`src/rtl/sar_pkg.sv`:
```
`timescale 1ns/1ps
// Shared types for the successive-approximation search controller:
// FSM states and the comparator response decode.
package sar_pkg;

  typedef enum logic [1:0] {
    IDLE   = 2'd0,
    SEARCH = 2'd1,
    WAIT   = 2'd2,
    FINISH = 2'd3
  } state_e;

  typedef enum logic [1:0] {
    RSP_LT  = 2'd0,
    RSP_EQ  = 2'd1,
    RSP_GT  = 2'd2,
    RSP_BAD = 2'd3
  } rsp_e;

  typedef struct packed {
    logic lt;
    logic eq;
    logic gt;
  } cmp_rsp_t;

  // Anything other than exactly one flag set is an illegal response.
  function automatic rsp_e rsp_decode(cmp_rsp_t rsp);
    rsp_e kind;
    kind = RSP_BAD;
    case ({rsp.lt, rsp.eq, rsp.gt})
      3'b100:  kind = RSP_LT;
      3'b010:  kind = RSP_EQ;
      3'b001:  kind = RSP_GT;
      default: kind = RSP_BAD;
    endcase
    return kind;
  endfunction

endpackage

```
`src/rtl/sar_search_ctrl_if.sv`:
```
`timescale 1ns/1ps
// Guess/response bus between the search controller (master) and a
// magnitude-comparator responder (slave).
interface sar_search_ctrl_if #(
  parameter int unsigned WIDTH = 8
) ();

  logic [WIDTH-1:0] guess;
  logic             guess_valid;
  logic             cmp_valid;
  logic             A_less_B;
  logic             A_equal_B;
  logic             A_greater_B;

  modport master (
    output guess, guess_valid,
    input  cmp_valid, A_less_B, A_equal_B, A_greater_B
  );

  modport slave (
    input  guess, guess_valid,
    output cmp_valid, A_less_B, A_equal_B, A_greater_B
  );

endinterface

```
`src/rtl/sar_search_ctrl.sv`:
```
`timescale 1ns/1ps
// Binary-search controller: drives guesses into a magnitude comparator and
// narrows [lo, hi] until the hidden target is hit or the range empties.
module sar_search_ctrl
  import sar_pkg::*;
#(
  parameter  int unsigned WIDTH  = 8,
  localparam int unsigned STEP_W = $clog2(WIDTH + 2)
) (
  input  logic                  clk,
  input  logic                  rst_n,
  input  logic                  start,
  sar_search_ctrl_if.master     cmp,
  output logic                  busy,
  output logic                  done,
  output logic                  found,
  output logic                  err,
  output logic [WIDTH-1:0]      result,
  output logic [STEP_W-1:0]     steps
);

  // Two spare bits so lo can reach 2**WIDTH and hi can reach -1 without wrapping.
  localparam int unsigned BW = WIDTH + 2;
  localparam logic signed [BW-1:0] LO_INIT = '0;
  localparam logic signed [BW-1:0] HI_INIT = $signed({2'b00, {WIDTH{1'b1}}});

  state_e                state_q, state_nxt;
  logic signed [BW-1:0]  lo_q, hi_q;
  logic signed [BW-1:0]  guess_x, lo_lt, hi_gt;
  logic [WIDTH-1:0]      guess_q, mid;
  logic [WIDTH:0]        sum;
  logic                  guess_valid_q;
  logic                  busy_nxt, done_nxt, gv_nxt;
  cmp_rsp_t              rsp_raw;
  rsp_e                  rsp_kind;
  logic                  accept, exhausted;

  assign cmp.guess       = guess_q;
  assign cmp.guess_valid = guess_valid_q;

  assign rsp_raw  = '{lt: cmp.A_less_B, eq: cmp.A_equal_B, gt: cmp.A_greater_B};
  assign rsp_kind = rsp_decode(rsp_raw);
  assign accept   = (state_q == WAIT) && cmp.cmp_valid;

  // Midpoint of a non-empty range; both bounds are in 0..2**WIDTH-1 here.
  assign sum = {1'b0, lo_q[WIDTH-1:0]} + {1'b0, hi_q[WIDTH-1:0]};
  assign mid = WIDTH'(sum >> 1);

  assign guess_x   = $signed({2'b00, guess_q});
  assign lo_lt     = guess_x + BW'(1);
  assign hi_gt     = guess_x - BW'(1);
  assign exhausted = (rsp_kind == RSP_LT) ? (lo_lt > hi_q) : (hi_gt < lo_q);

  // State register.
  always_ff @(posedge clk or negedge rst_n) begin
    if (!rst_n) state_q <= IDLE;
    else        state_q <= state_nxt;
  end

  // Next-state logic.
  always_comb begin
    state_nxt = state_q;
    case (state_q)
      IDLE:   if (start) state_nxt = SEARCH;
      SEARCH: state_nxt = WAIT;
      WAIT: begin
        if (accept) begin
          case (rsp_kind)
            RSP_LT, RSP_GT: state_nxt = exhausted ? FINISH : SEARCH;
            default:        state_nxt = FINISH;
          endcase
        end
      end
      FINISH: state_nxt = IDLE;
      default: state_nxt = IDLE;
    endcase
  end

  // Status outputs decoded from the upcoming state so they register in step with it.
  always_comb begin
    busy_nxt = 1'b0;
    gv_nxt   = 1'b0;
    done_nxt = 1'b0;
    case (state_nxt)
      SEARCH:  busy_nxt = 1'b1;
      WAIT: begin
        busy_nxt = 1'b1;
        gv_nxt   = 1'b1;
      end
      FINISH:  done_nxt = 1'b1;
      default: ;
    endcase
  end

  always_ff @(posedge clk or negedge rst_n) begin
    if (!rst_n) begin
      busy          <= 1'b0;
      guess_valid_q <= 1'b0;
      done          <= 1'b0;
    end else begin
      busy          <= busy_nxt;
      guess_valid_q <= gv_nxt;
      done          <= done_nxt;
    end
  end

  // Search bounds, guess and the held result registers.
  always_ff @(posedge clk or negedge rst_n) begin
    if (!rst_n) begin
      lo_q    <= LO_INIT;
      hi_q    <= HI_INIT;
      guess_q <= '0;
      found   <= 1'b0;
      err     <= 1'b0;
      result  <= '0;
      steps   <= '0;
    end else begin
      case (state_q)
        IDLE: begin
          if (start) begin
            lo_q   <= LO_INIT;
            hi_q   <= HI_INIT;
            found  <= 1'b0;
            err    <= 1'b0;
            result <= '0;
            steps  <= '0;
          end
        end
        SEARCH: guess_q <= mid;
        WAIT: begin
          if (cmp.cmp_valid) begin
            steps <= steps + STEP_W'(1);
            case (rsp_kind)
              RSP_EQ: begin
                result <= guess_q;
                found  <= 1'b1;
              end
              RSP_LT: lo_q <= lo_lt;
              RSP_GT: hi_q <= hi_gt;
              default: begin
                err   <= 1'b1;
                found <= 1'b0;
              end
            endcase
          end
        end
        default: ;
      endcase
    end
  end

endmodule

```
`src/flat_wrapper.sv`:
```
// flat-port wrapper written by rule: the top's interface ports become plain ports
module sar_search_ctrl_flat import sar_pkg::*;
#(
  parameter  int unsigned WIDTH  = 8,
  localparam int unsigned STEP_W = $clog2(WIDTH + 2)
)
  (clk, rst_n, start, busy, done, found, err, result, steps, cmp_guess, cmp_guess_valid, cmp_cmp_valid, cmp_A_less_B, cmp_A_equal_B, cmp_A_greater_B);
  sar_search_ctrl_if #(.WIDTH(WIDTH)) cmp_i ();
  input  logic clk;
  input  logic rst_n;
  input  logic start;
  output logic busy;
  output logic done;
  output logic found;
  output logic err;
  output logic [WIDTH-1:0] result;
  output logic [STEP_W-1:0] steps;
  output wire logic [$bits(cmp_i.guess)-1:0] cmp_guess;
  output wire logic [$bits(cmp_i.guess_valid)-1:0] cmp_guess_valid;
  input wire logic [$bits(cmp_i.cmp_valid)-1:0] cmp_cmp_valid;
  input wire logic [$bits(cmp_i.A_less_B)-1:0] cmp_A_less_B;
  input wire logic [$bits(cmp_i.A_equal_B)-1:0] cmp_A_equal_B;
  input wire logic [$bits(cmp_i.A_greater_B)-1:0] cmp_A_greater_B;
  assign cmp_guess = cmp_i.guess;
  assign cmp_guess_valid = cmp_i.guess_valid;
  assign cmp_i.cmp_valid = cmp_cmp_valid;
  assign cmp_i.A_less_B = cmp_A_less_B;
  assign cmp_i.A_equal_B = cmp_A_equal_B;
  assign cmp_i.A_greater_B = cmp_A_greater_B;
  sar_search_ctrl #(.WIDTH(WIDTH)) u_core (.clk(clk), .rst_n(rst_n), .start(start), .cmp(cmp_i), .busy(busy), .done(done), .found(found), .err(err), .result(result), .steps(steps));
endmodule
```
`config.mk`:
```
export PLATFORM = sky130hd
export DESIGN_NAME = sar_search_ctrl_flat
export DESIGN_NICKNAME = d
export VERILOG_FILES = /design/src/rtl/sar_pkg.sv /design/src/rtl/sar_search_ctrl_if.sv /design/src/rtl/sar_search_ctrl.sv /design/src/flat_wrapper.sv
export SDC_FILE = /design/constraint.sdc
export NUM_CORES = 1
export LEC_CHECK = 0
export CORE_UTILIZATION = 64
export CTS_CLUSTER_DIAMETER = 100
export DETAILED_ROUTE_END_ITERATION = 16
export DONT_BUFFER_PORTS = 1
export PLACE_DENSITY = 0.85
export SKIP_LAST_GASP = 1
export SLEW_MARGIN = 5
export SYNTH_ARGS = -nofsm -noshare
export SYNTH_HDL_FRONTEND = slang
export SYNTH_SLANG_ARGS = --single-unit
```
`constraint.sdc`:
```
create_clock -name clk -period 4.1 [get_ports clk]
set_clock_uncertainty 0.2 [all_clocks]
set_input_delay 0.82 -clock clk [delete_from_list [all_inputs] [get_ports clk]]
set_output_delay 0.82 -clock clk [all_outputs]
set_load 0.02 [all_outputs]
```
==> summary.md, run 1 <==
| Metric | Value |
|---|---|
| Status | `complete, no violations` |
| Critical path type | `reg2reg` |
| Sw frac | `0.4908` |
| Synth area leaders | `dfrtp_1, ha_1, dfstp_2` |
| Starting density of the core | `0.6878` |
| Clock Latency Late Sink | `0.30 ns` |
| Dominant synthesized flop cell | `dfrtp_1` |
| I/O Buffers | `0` |
| H-tree levels | `2` |
| CTS tree | `yes` |
| CP max stage cell | `dfrtp_1` |
| Clock Path Buffers | `2` |
| Synthesized area per cell | `9.284 um^2` |
| Part of the power in combinational logic | `0.503` |
| Reg clk slew, reported paths | `0.09 ns` |
| Vias per cell | `6.351` |
| Via count | `2242` |
| Antenna violations before repair | `0` |
| Post-Route Utilization | `0.7086` |
| Sequential power share | `0.386` |
| Syn Nets | `342` |
| Setup TNS | `0 ns` |
| Cell taking the most area after synthesis | `dfrtp_1` |
| WL final | `6.383 mm` |
| Diodes inserted | `0` |
| Final Cycle Share | `0.8595` |
| 1st-iter DRT viols | `157` |
| Cts bufs inserted | `5` |
| Most common cell after layout, fill and taps aside | `dfrtp_1` |
| Layout cells sized above 1 | `0.08911` |
| Setup Viol. Count Final | `0` |
| GPL Wtd Cong | `0.9977` |
| Pins Over Slew Limit | `0` |
| Critical path required time | `4.08 ns` |
| WP data arrival | `3.51 ns` |
| Fin. Hold Viols | `0` |
| Root buffer cell | `clkbuf_8` |
| First-pass GRT wire length | `9.922 mm` |
| Seq cells post-synth | `45` |
| Area growth, synth to finish | `3.029%` |
| Post-cts resize count | `0` |
| Met2 routed WL | `3.008 mm` |
| Crit-path most repeated cell | `ha_1` |
| Design Area, Final | `0.002937 mm^2` |
| Slew headroom | `0.5578` |
| Mapped cell area | `0.002850 mm^2` |
| DP Area | `0.002839 mm^2` |
| Commonest cells after routing, fill and taps aside | `dfrtp_1, inv_1, nand3_1, ha_1, nand2_1` |
| Fin nets | `337` |
| Post-synth EDFFs | `0` |
| Grt ovf | `0` |
| Tmin final | `3.524 ns` |
| CP max stage delay | `0.58 ns` |
| Ys async rst share | `1.000` |
| WL per Instance | `18.08 um` |
| Syn Inst Count | `307` |
| Final HPWL DP | `4.735 mm` |
| Num rows | `23` |
| Psw | `1223 uW` |
| Vias in the first global route | `1968` |
| Pwr/cell area | `849.0 mW/mm^2` |
| Reported max-cap violation count | `0` |
| Seq/Total Area, Yosys | `0.3986` |
| Drt first pass iters | `4` |
| Peak supply drop | `0.4752 mV` |
| CTS Sinks | `45` |
| Routed Antenna Nets | `0` |
| WL met1 | `2.813 mm` |
| Synth cell types | `55` |
| Yosys top cell area share | `0.3248` |
| Die width | `68.74 um` |
| RSZ-0062 raised after global routing | `false` |
| Worst-Margin Slew | `0.6618 ns` |
| Startpoint type of the worst setup path | `flip-flop` |
| Total track usage | `0.2935` |
| WL met3 | `419 um` |
| Worst min path class | `in2async` |
| Leak | `0.001353 uW` |
| CORE AREA | `0.004144 mm^2` |
| Max frequency | `283.8 MHz` |
| Largest net degree at the start of global routing | `46` |
| DRC | `0` |
| Internal Power | `1270 uW` |
| Critical path capture point type | `flip-flop` |
| Die Area | `0.004725 mm^2` |
| Total number of yosys warnings | `0` |
| Clock group share of total power | `0.110` |
| CP max FO | `12` |
| Die Height | `68.74 um` |
| I/O pin count | `32` |
| CP Cell Sequence | `inv_1 -> ha_1 -> nor3b_2 -> nand3_1 -> xnor2_1 -> ha_1 -> a211oi_1 -> nand2_1 -> a41oi_1 -> a211oi_1 -> o311ai_1 -> ha_1` |
| Uppermost layer routed | `met4` |
## sequential cells by signal, indices dropped and copies added, names as in the netlist
register,count
u_core.steps,4
u_core.found,1
u_core.cmp.guess,8
u_core.hi_q,9
u_core.cmp.guess_valid,1
u_core.state_q,2
u_core.busy,1
u_core.err,1
u_core.result,8
u_core.done,1
u_core.lo_q,9
## worst max-delay path, delay by kind of cell (launching register included)
family,cells,cell delay (ns)
simple gates,3,0.48
compound gates,4,0.93
flops,1,0.58
xor+xnor,1,0.25
buf+inv,1,0.16
fa+ha+maj,3,0.82
## kinds of logic (layout without fill, tap and decap cells)
group | after synthesis | count (layout) | share of synthesized area
simple gates | 102 | 102 | 0.1870
xor+xnor | 17 | 17 | 0.05224
buf+inv | 45 | 41 | 0.06804
compound gates | 63 | 63 | 0.1414
fa+ha+maj | 28 | 28 | 0.1255
flops | 45 | 45 | 0.3986
mux | 7 | 7 | 0.02722
## area by class of cell
class / instances / area, um^2
clock inverter: 2 / 15.01
clock buffer: 6 / 72.57
multi-input combinational: 217 / 1520
sequential: 45 / 1136
tap: 50 / 62.56
inverter: 32 / 120.1
fill: 323 / 1207
timing repair buffer: 1 / 10.01
## per-layer routing
metal,global-route usage,vias to the layer above
met5,0,-
met4,0.1020,0
met3,0.05263,15
met2,0.4718,84
met1,0.3975,1083
li1,-,1060
## stage by stage
stage | hold WS, ns | total power (uW) | setup slack (ns) | std cells
2_1_floorplan | 0.2686 | 1903 | 0.9366 | 307
3_3_place_gp | 0.2849 | 2142 | 0.8016 | 344
3_5_place_dp | 0.3079 | 2189 | 0.6427 | 344
4_1_cts | 0.007833 | 2474 | 0.5960 | 352
5_1_grt | 0.001299 | 2705 | 0.2683 | 353
6_report | 0.005906 | 2493 | 0.5760 | 353
## power groups by stage
stage	Clock, uW	Combinational, uW	Sequential, uW
6_report	275	1250	963
5_1_grt	288	1420	993
3_3_place_gp	0	1180	962
3_5_place_dp	0	1220	970
4_1_cts	274	1240	961
2_1_floorplan	0	1040	868
## cells in the mapped netlist, types with 4 or more instances
| cell type | instances |
|---|---|
| dfstp_2 | 8 |
| o21ai_1 | 22 |
| inv_1 | 30 |
| nand2_1 | 25 |
| ha_1 | 27 |
| mux2_1 | 4 |
| nor2_1 | 22 |
| a21oi_1 | 9 |
| nand3_1 | 27 |
| xor2_1 | 6 |
| buf_2 | 5 |
| dfrtp_1 | 37 |
| xnor2_1 | 11 |
| o31ai_1 | 7 |
## what timing repair did
action,4_1_cts,5_1_grt
endpoints found under the hold margin,0,13
setup buffers,0,0
hold buffers,0,1
## worst paths after layout
kind                                                      start                         endpoint  slack (ns)  depth (start not counted)
worst max-delay path            u_core.cmp.guess[0]$_DFFE_PN0N_            u_core.busy$_DFF_PN0_        0.58                         12
worst min-delay path                                      rst_n  u_core.cmp.guess[2]$_DFFE_PN0N_       0.006                          0
worst max register to register  u_core.cmp.guess[0]$_DFFE_PN0N_            u_core.busy$_DFF_PN0_        0.58                         12
worst min register to register       u_core.hi_q[1]$_DFFE_PN1P_       u_core.hi_q[1]$_DFFE_PN1P_        0.32                          2
max in group asynchronous                                 rst_n     u_core.result[7]$_DFFE_PN0P_        2.51                          1
min in group clk                     u_core.hi_q[1]$_DFFE_PN1P_       u_core.hi_q[1]$_DFFE_PN1P_        0.32                          2
(Power assumes the default switching activity.)
==> inputs of run 2 (changes only) <==
--- a/config.mk
+++ b/config.mk
@@ -10,6 +10,7 @@
 export DETAILED_ROUTE_END_ITERATION = 16
 export DONT_BUFFER_PORTS = 1
 export PLACE_DENSITY = 0.85
+export RECOVER_POWER = 100
 export SKIP_LAST_GASP = 1
 export SLEW_MARGIN = 5
 export SYNTH_ARGS = -nofsm -noshare
==> summary.md, run 2 (synthesis gave the netlist of run 1 again) <==
| Metric | Value |
|---|---|
| Status | `complete, no violations` |
| Num rows | `23` |
| Final Cycle Share | `0.8550` |
| WL final | `6.427 mm` |
| Critical path type | `reg2reg` |
| WP data arrival | `3.49 ns` |
| Diodes inserted | `0` |
| Root buffer cell | `clkbuf_8` |
| CTS Sinks | `45` |
| Crit-path most repeated cell | `ha_1` |
| Starting density of the core | `0.6878` |
| Drt first pass iters | `4` |
| RSZ-0062 raised after global routing | `false` |
| I/O Buffers | `0` |
| WL per Instance | `18.21 um` |
| Final HPWL DP | `4.735 mm` |
| Vias per cell | `6.317` |
| Post-cts resize count | `0` |
| Max frequency | `285.3 MHz` |
| CP Cell Sequence | `inv_1 -> ha_1 -> nor3b_2 -> nand3_1 -> xnor2_1 -> ha_1 -> a211oi_1 -> nand2_1 -> a41oi_1 -> a211oi_1 -> o311ai_1 -> ha_1` |
| Die Area | `0.004725 mm^2` |
| Routed Antenna Nets | `0` |
| Largest net degree at the start of global routing | `46` |
| Die width | `68.74 um` |
| Design Area, Final | `0.002918 mm^2` |
| Commonest cells after routing, fill and taps aside | `dfrtp_1, inv_1, nand3_1` |
| H-tree levels | `2` |
| CP max stage delay | `0.58 ns` |
| First-pass GRT wire length | `9.922 mm` |
| Leak | `0.001349 uW` |
| Fin. Hold Viols | `0` |
| DP Area | `0.002839 mm^2` |
| Clock Path Buffers | `2` |
| I/O pin count | `32` |
| GPL Wtd Cong | `0.9977` |
| Biggest regs | `u_core.hi_q x9, u_core.lo_q x9` |
| Worst min path class | `in2async` |
| Fin nets | `337` |
| Antenna violations before repair | `0` |
| Worst path bufs/invs | `1` |
| WL met1 | `2.929 mm` |
| Layout cells sized above 1 | `0.06931` |
| Slew headroom | `0.1607` |
| Crit path max-delay family | `compound AO/OA/AOI/OAI gates` |
| R2R Setup Slk | `0.59 ns` |
| Post-CTS Setup Repair Bufs | `0` |
| WL met3 | `320 um` |
| Critical path capture point type | `flip-flop` |
| Worst-Margin Slew | `1.259 ns` |
| 1st-iter DRT viols | `151` |
| Uppermost layer routed | `met4` |
| Pins Over Slew Limit | `0` |
| Most common cell after layout, fill and taps aside | `dfrtp_1` |
| Vias in the first global route | `1968` |
| Tmin final | `3.506 ns` |
| Cts bufs inserted | `5` |
| Setup Viol. Count Final | `0` |
| Startpoint type of the worst setup path | `flip-flop` |
| Total track usage | `0.2935` |
| Reported max-cap violation count | `0` |
| CP max FO | `12` |
| Clock Latency Late Sink | `0.30 ns` |
| Area growth, synth to finish | `2.371%` |
| Reg clk slew, reported paths | `0.09 ns` |
| Setup TNS | `0 ns` |
| Met2 routed WL | `3.030 mm` |
| CTS tree | `yes` |
| Grt ovf | `0` |
| Post-Route Utilization | `0.7041` |
| Peak supply drop | `0.4765 mV` |
| Pwr/cell area | `850.1 mW/mm^2` |
| Critical path required time | `4.08 ns` |
| Via count | `2230` |
| Die Height | `68.74 um` |
| CORE AREA | `0.004144 mm^2` |
| DRC | `0` |
| CP max stage cell | `dfrtp_1` |
run 2: routing by layer:
metal / vias up / GRT usage
li1: 1057 / -
met1: 1083 / 0.3975
met2: 75 / 0.4718
met3: 15 / 0.05263
met4: 0 / 0.1020
met5: - / 0
run 2: worst reg2reg max path: stages (launching register included):
cell      delay, ns
dfrtp_1        0.58
inv_1          0.15
ha_1           0.19
nor3b_2        0.24
nand3_1        0.15
xnor2_1        0.24
ha_1           0.32
a211oi_1       0.25
nand2_1        0.08
a41oi_1        0.17
a211oi_1       0.12
o311ai_1       0.39
ha_1           0.32
run 2: area by class of cell:
cell class / count / area [um^2]
tap: 50 / 62.56
inverter: 32 / 120.1
timing repair buffer: 1 / 10.01
multi-input combinational: 217 / 1501
clock inverter: 2 / 15.01
clock buffer: 6 / 72.57
fill: 327 / 1226
sequential: 45 / 1136
run 2: metrics by stage:
| stage | hold WS, ns | power [uW] | cells | setup slack, ns |
|---|---|---|---|---|
| after detailed placement | 0.3079 | 2189 | 344 | 0.6427 |
| after CTS | 0.007833 | 2474 | 352 | 0.5960 |
| after global placement | 0.2849 | 2142 | 344 | 0.8016 |
| after global routing | 0.001332 | 2681 | 353 | 0.2931 |
| after floorplan | 0.2686 | 1903 | 307 | 0.9366 |
| final | 0.004762 | 2480 | 353 | 0.5943 |
run 2: what timing repair did:
action,in CTS,in global routing
hold buffers,0,1
endpoints found under the hold margin,0,13
setup endpoints to repair,0,0
run 2: path summary, 6_finish.rpt:
path	startpoint	to	cells after the start
hold reg to reg	u_core.hi_q[6]$_DFFE_PN1P_	u_core.hi_q[6]$_DFFE_PN1P_	2
min in group clk	u_core.hi_q[6]$_DFFE_PN1P_	u_core.hi_q[6]$_DFFE_PN1P_	2
hold / removal	rst_n	u_core.cmp.guess[2]$_DFFE_PN0N_	0
setup reg to reg	u_core.cmp.guess[0]$_DFFE_PN0N_	u_core.busy$_DFF_PN0_	12
setup / recovery	u_core.cmp.guess[0]$_DFFE_PN0N_	u_core.busy$_DFF_PN0_	12
max in group asynchronous	rst_n	u_core.busy$_DFF_PN0_	1
run 2: power breakdown:
| group | total, uW | switching, uW | internal (uW) | leakage (uW) |
|---|---|---|---|---|
| sequential | 958 | 328 | 630 | 0.000567 |
| clock | 275 | 155 | 120 | 0.0000374 |
| combinational | 1250 | 736 | 511 | 0.000745 |
| total | 2480 | 1220 | 1260 | 0.00135 |
==> inputs of run 3 (changes only) <==
--- a/config.mk
+++ b/config.mk
@@ -5,11 +5,11 @@
 export SDC_FILE = /design/constraint.sdc
 export NUM_CORES = 1
 export LEC_CHECK = 0
-export CORE_UTILIZATION = 64
+export CORE_UTILIZATION = 30
 export CTS_CLUSTER_DIAMETER = 100
 export DETAILED_ROUTE_END_ITERATION = 16
 export DONT_BUFFER_PORTS = 1
-export PLACE_DENSITY = 0.85
+export PLACE_DENSITY = 0.49
 export RECOVER_POWER = 100
 export SKIP_LAST_GASP = 1
 export SLEW_MARGIN = 5
==> summary.md, run 3 (synthesis gave the netlist of run 1 again) <==
| Metric | Value |
|---|---|
| Grt ovf | `0` |
| Most common cell after layout, fill and taps aside | `dfrtp_1` |
| Peak supply drop | `0.2087 mV` |
| Reg clk slew, reported paths | `0.09 ns` |
| Setup TNS | `0 ns` |
| Reported max-cap violation count | `1` |
| CP max stage delay | `0.60 ns` |
| Post-Route Utilization | `0.3255` |
| Num rows | `35` |
| Layout cells sized above 1 | `0.06931` |
| Startpoint type of the worst setup path | `flip-flop` |
| Cts bufs inserted | `5` |
| Via count | `2109` |
| WL final | `7.121 mm` |
| Worst-Margin Slew | `2.179 ns` |
| Antenna violations before repair | `0` |
| 1st-iter DRT viols | `145` |
| Footprint of the multi-input gates | `0.001496 mm^2` |
| CP max stage cell | `dfrtp_1` |
| Diodes inserted | `0` |
| Slew headroom | `-0.4524` |
| Pwr/cell area | `819.1 mW/mm^2` |
| Clock Path Buffers | `2` |
| CORE AREA | `0.009240 mm^2` |
| Root buffer cell | `clkbuf_8` |
| Crit path max-delay family | `compound AO/OA/AOI/OAI gates` |
| H-tree levels | `2` |
| Setup ws final | `0.5511 ns` |
| Leak | `0.001352 uW` |
| RSZ-0062 raised after global routing | `false` |
| Worst min path class | `in2async` |
| Tmin final | `3.549 ns` |
| Max frequency | `281.8 MHz` |
| Hold_ws | `0.1404 ns` |
| WP data arrival | `3.55 ns` |
| FILL cells | `958` |
| Die Height | `99.47 um` |
| WL per Instance | `16.48 um` |
| Crit-path most repeated cell | `ha_1` |
| CTS tree | `yes` |
| Starting density of the core | `0.3085` |
| Drt first pass iters | `4` |
| I/O Buffers | `0` |
| GPL Wtd Cong | `0.8369` |
| CTS Sinks | `45` |
| Vias per cell | `4.882` |
| First-pass GRT wire length | `11.32 mm` |
| Die width | `99.47 um` |
| Pins Over Slew Limit | `38` |
| Post-CTS Setup Repair Bufs | `0` |
| Critical path capture point type | `flip-flop` |
| Vias in the first global route | `2082` |
| Area growth, synth to finish | `5.531%` |
| Worst path bufs/invs | `1` |
| Critical path required time | `4.10 ns` |
| Combined flip-flop and latch cell area | `0.001136 mm^2` |
| Fin nets | `337` |
| Design Area, Final | `0.003008 mm^2` |
| Failing checks | `capacitance limit, slew limit` |
| Critical path type | `reg2reg` |
| I/O pin count | `32` |
| Final HPWL DP | `5.194 mm` |
| Die Area | `0.009894 mm^2` |
| DP Worst Slack | `0.6576 ns` |
| Fin. Hold Viols | `0` |
| DP Area | `0.002938 mm^2` |
| Total track usage | `0.1516` |
| Setup Viol. Count Final | `0` |
| Largest net degree at the start of global routing | `38` |
| Commonest cells after routing, fill and taps aside | `dfrtp_1, inv_1, nand3_1` |
| Routed Antenna Nets | `0` |
| Status | `finished, violations left` |
| Clock Latency Late Sink | `0.31 ns` |
| CP Cell Sequence | `inv_1 -> ha_1 -> nor3b_1 -> nand3_1 -> xnor2_1 -> ha_1 -> a211oi_1 -> nand2_1 -> a41oi_1 -> a211oi_1 -> o311ai_1 -> ha_1` |
| Biggest regs | `u_core.hi_q x9, u_core.lo_q x9` |
| DRC | `0` |
| CP max FO | `12` |
| Final Cycle Share | `0.8656` |
[run 3: metrics by stage]
| stage | power [uW] | std cells |
|---|---|---|
| detailed placement | 2203 | 423 |
| finish | 2464 | 432 |
| global route | 2696 | 432 |
| CTS | 2521 | 432 |
| floorplan | 1903 | 307 |
| global placement | 2194 | 423 |
[run 3: report_power, final]
part | internal [uW] | switching [uW]
combinational | 502 | 703
sequential | 629 | 337
clock | 121 | 171
total | 1250 | 1210
[run 3: final cells by class]
class                           instances  share of cell area
Multi-Input combinational cell        217              0.4975
Sequential cell                        45              0.3777
Tap cell                              129             0.05366
Inverter                               32             0.03993
Clock buffer                            5             0.02288
Clock inverter                          3            0.007072
Timing Repair Buffer                    1            0.001248
[run 3: final timing paths]
path | startpoint | end | slack (ns) | cells after the start
hold / removal | rst_n | u_core.hi_q[0]$_DFFE_PN1P_ | 0.14 | 0
setup reg to reg | u_core.cmp.guess[0]$_DFFE_PN0N_ | u_core.busy$_DFF_PN0_ | 0.55 | 12
min in group clk | u_core.lo_q[8]$_DFFE_PN0P_ | u_core.lo_q[8]$_DFFE_PN0P_ | 0.31 | 2
hold reg to reg | u_core.lo_q[8]$_DFFE_PN0P_ | u_core.lo_q[8]$_DFFE_PN0P_ | 0.31 | 2
setup / recovery | u_core.cmp.guess[0]$_DFFE_PN0N_ | u_core.busy$_DFF_PN0_ | 0.55 | 12
max in group asynchronous | rst_n | u_core.cmp.guess[3]$_DFFE_PN0N_ | 1.51 | 1
[run 3: per-layer routing]
metal / global-route usage / wire length, um / vias up
met5: 0 / 0 / -
met4: 0.04299 / 79 / 0
met3: 0.02600 / 131 / 5
met2: 0.2495 / 3513 / 21
met1: 0.2048 / 3396 / 1023
li1: - / - / 1060
[run 3: what timing repair did]
action | 4_1_cts | 5_1_grt
hold buffers | 1 | 0
gates resized for setup | 0 | 0
endpoints found under the hold margin | 37 | 0
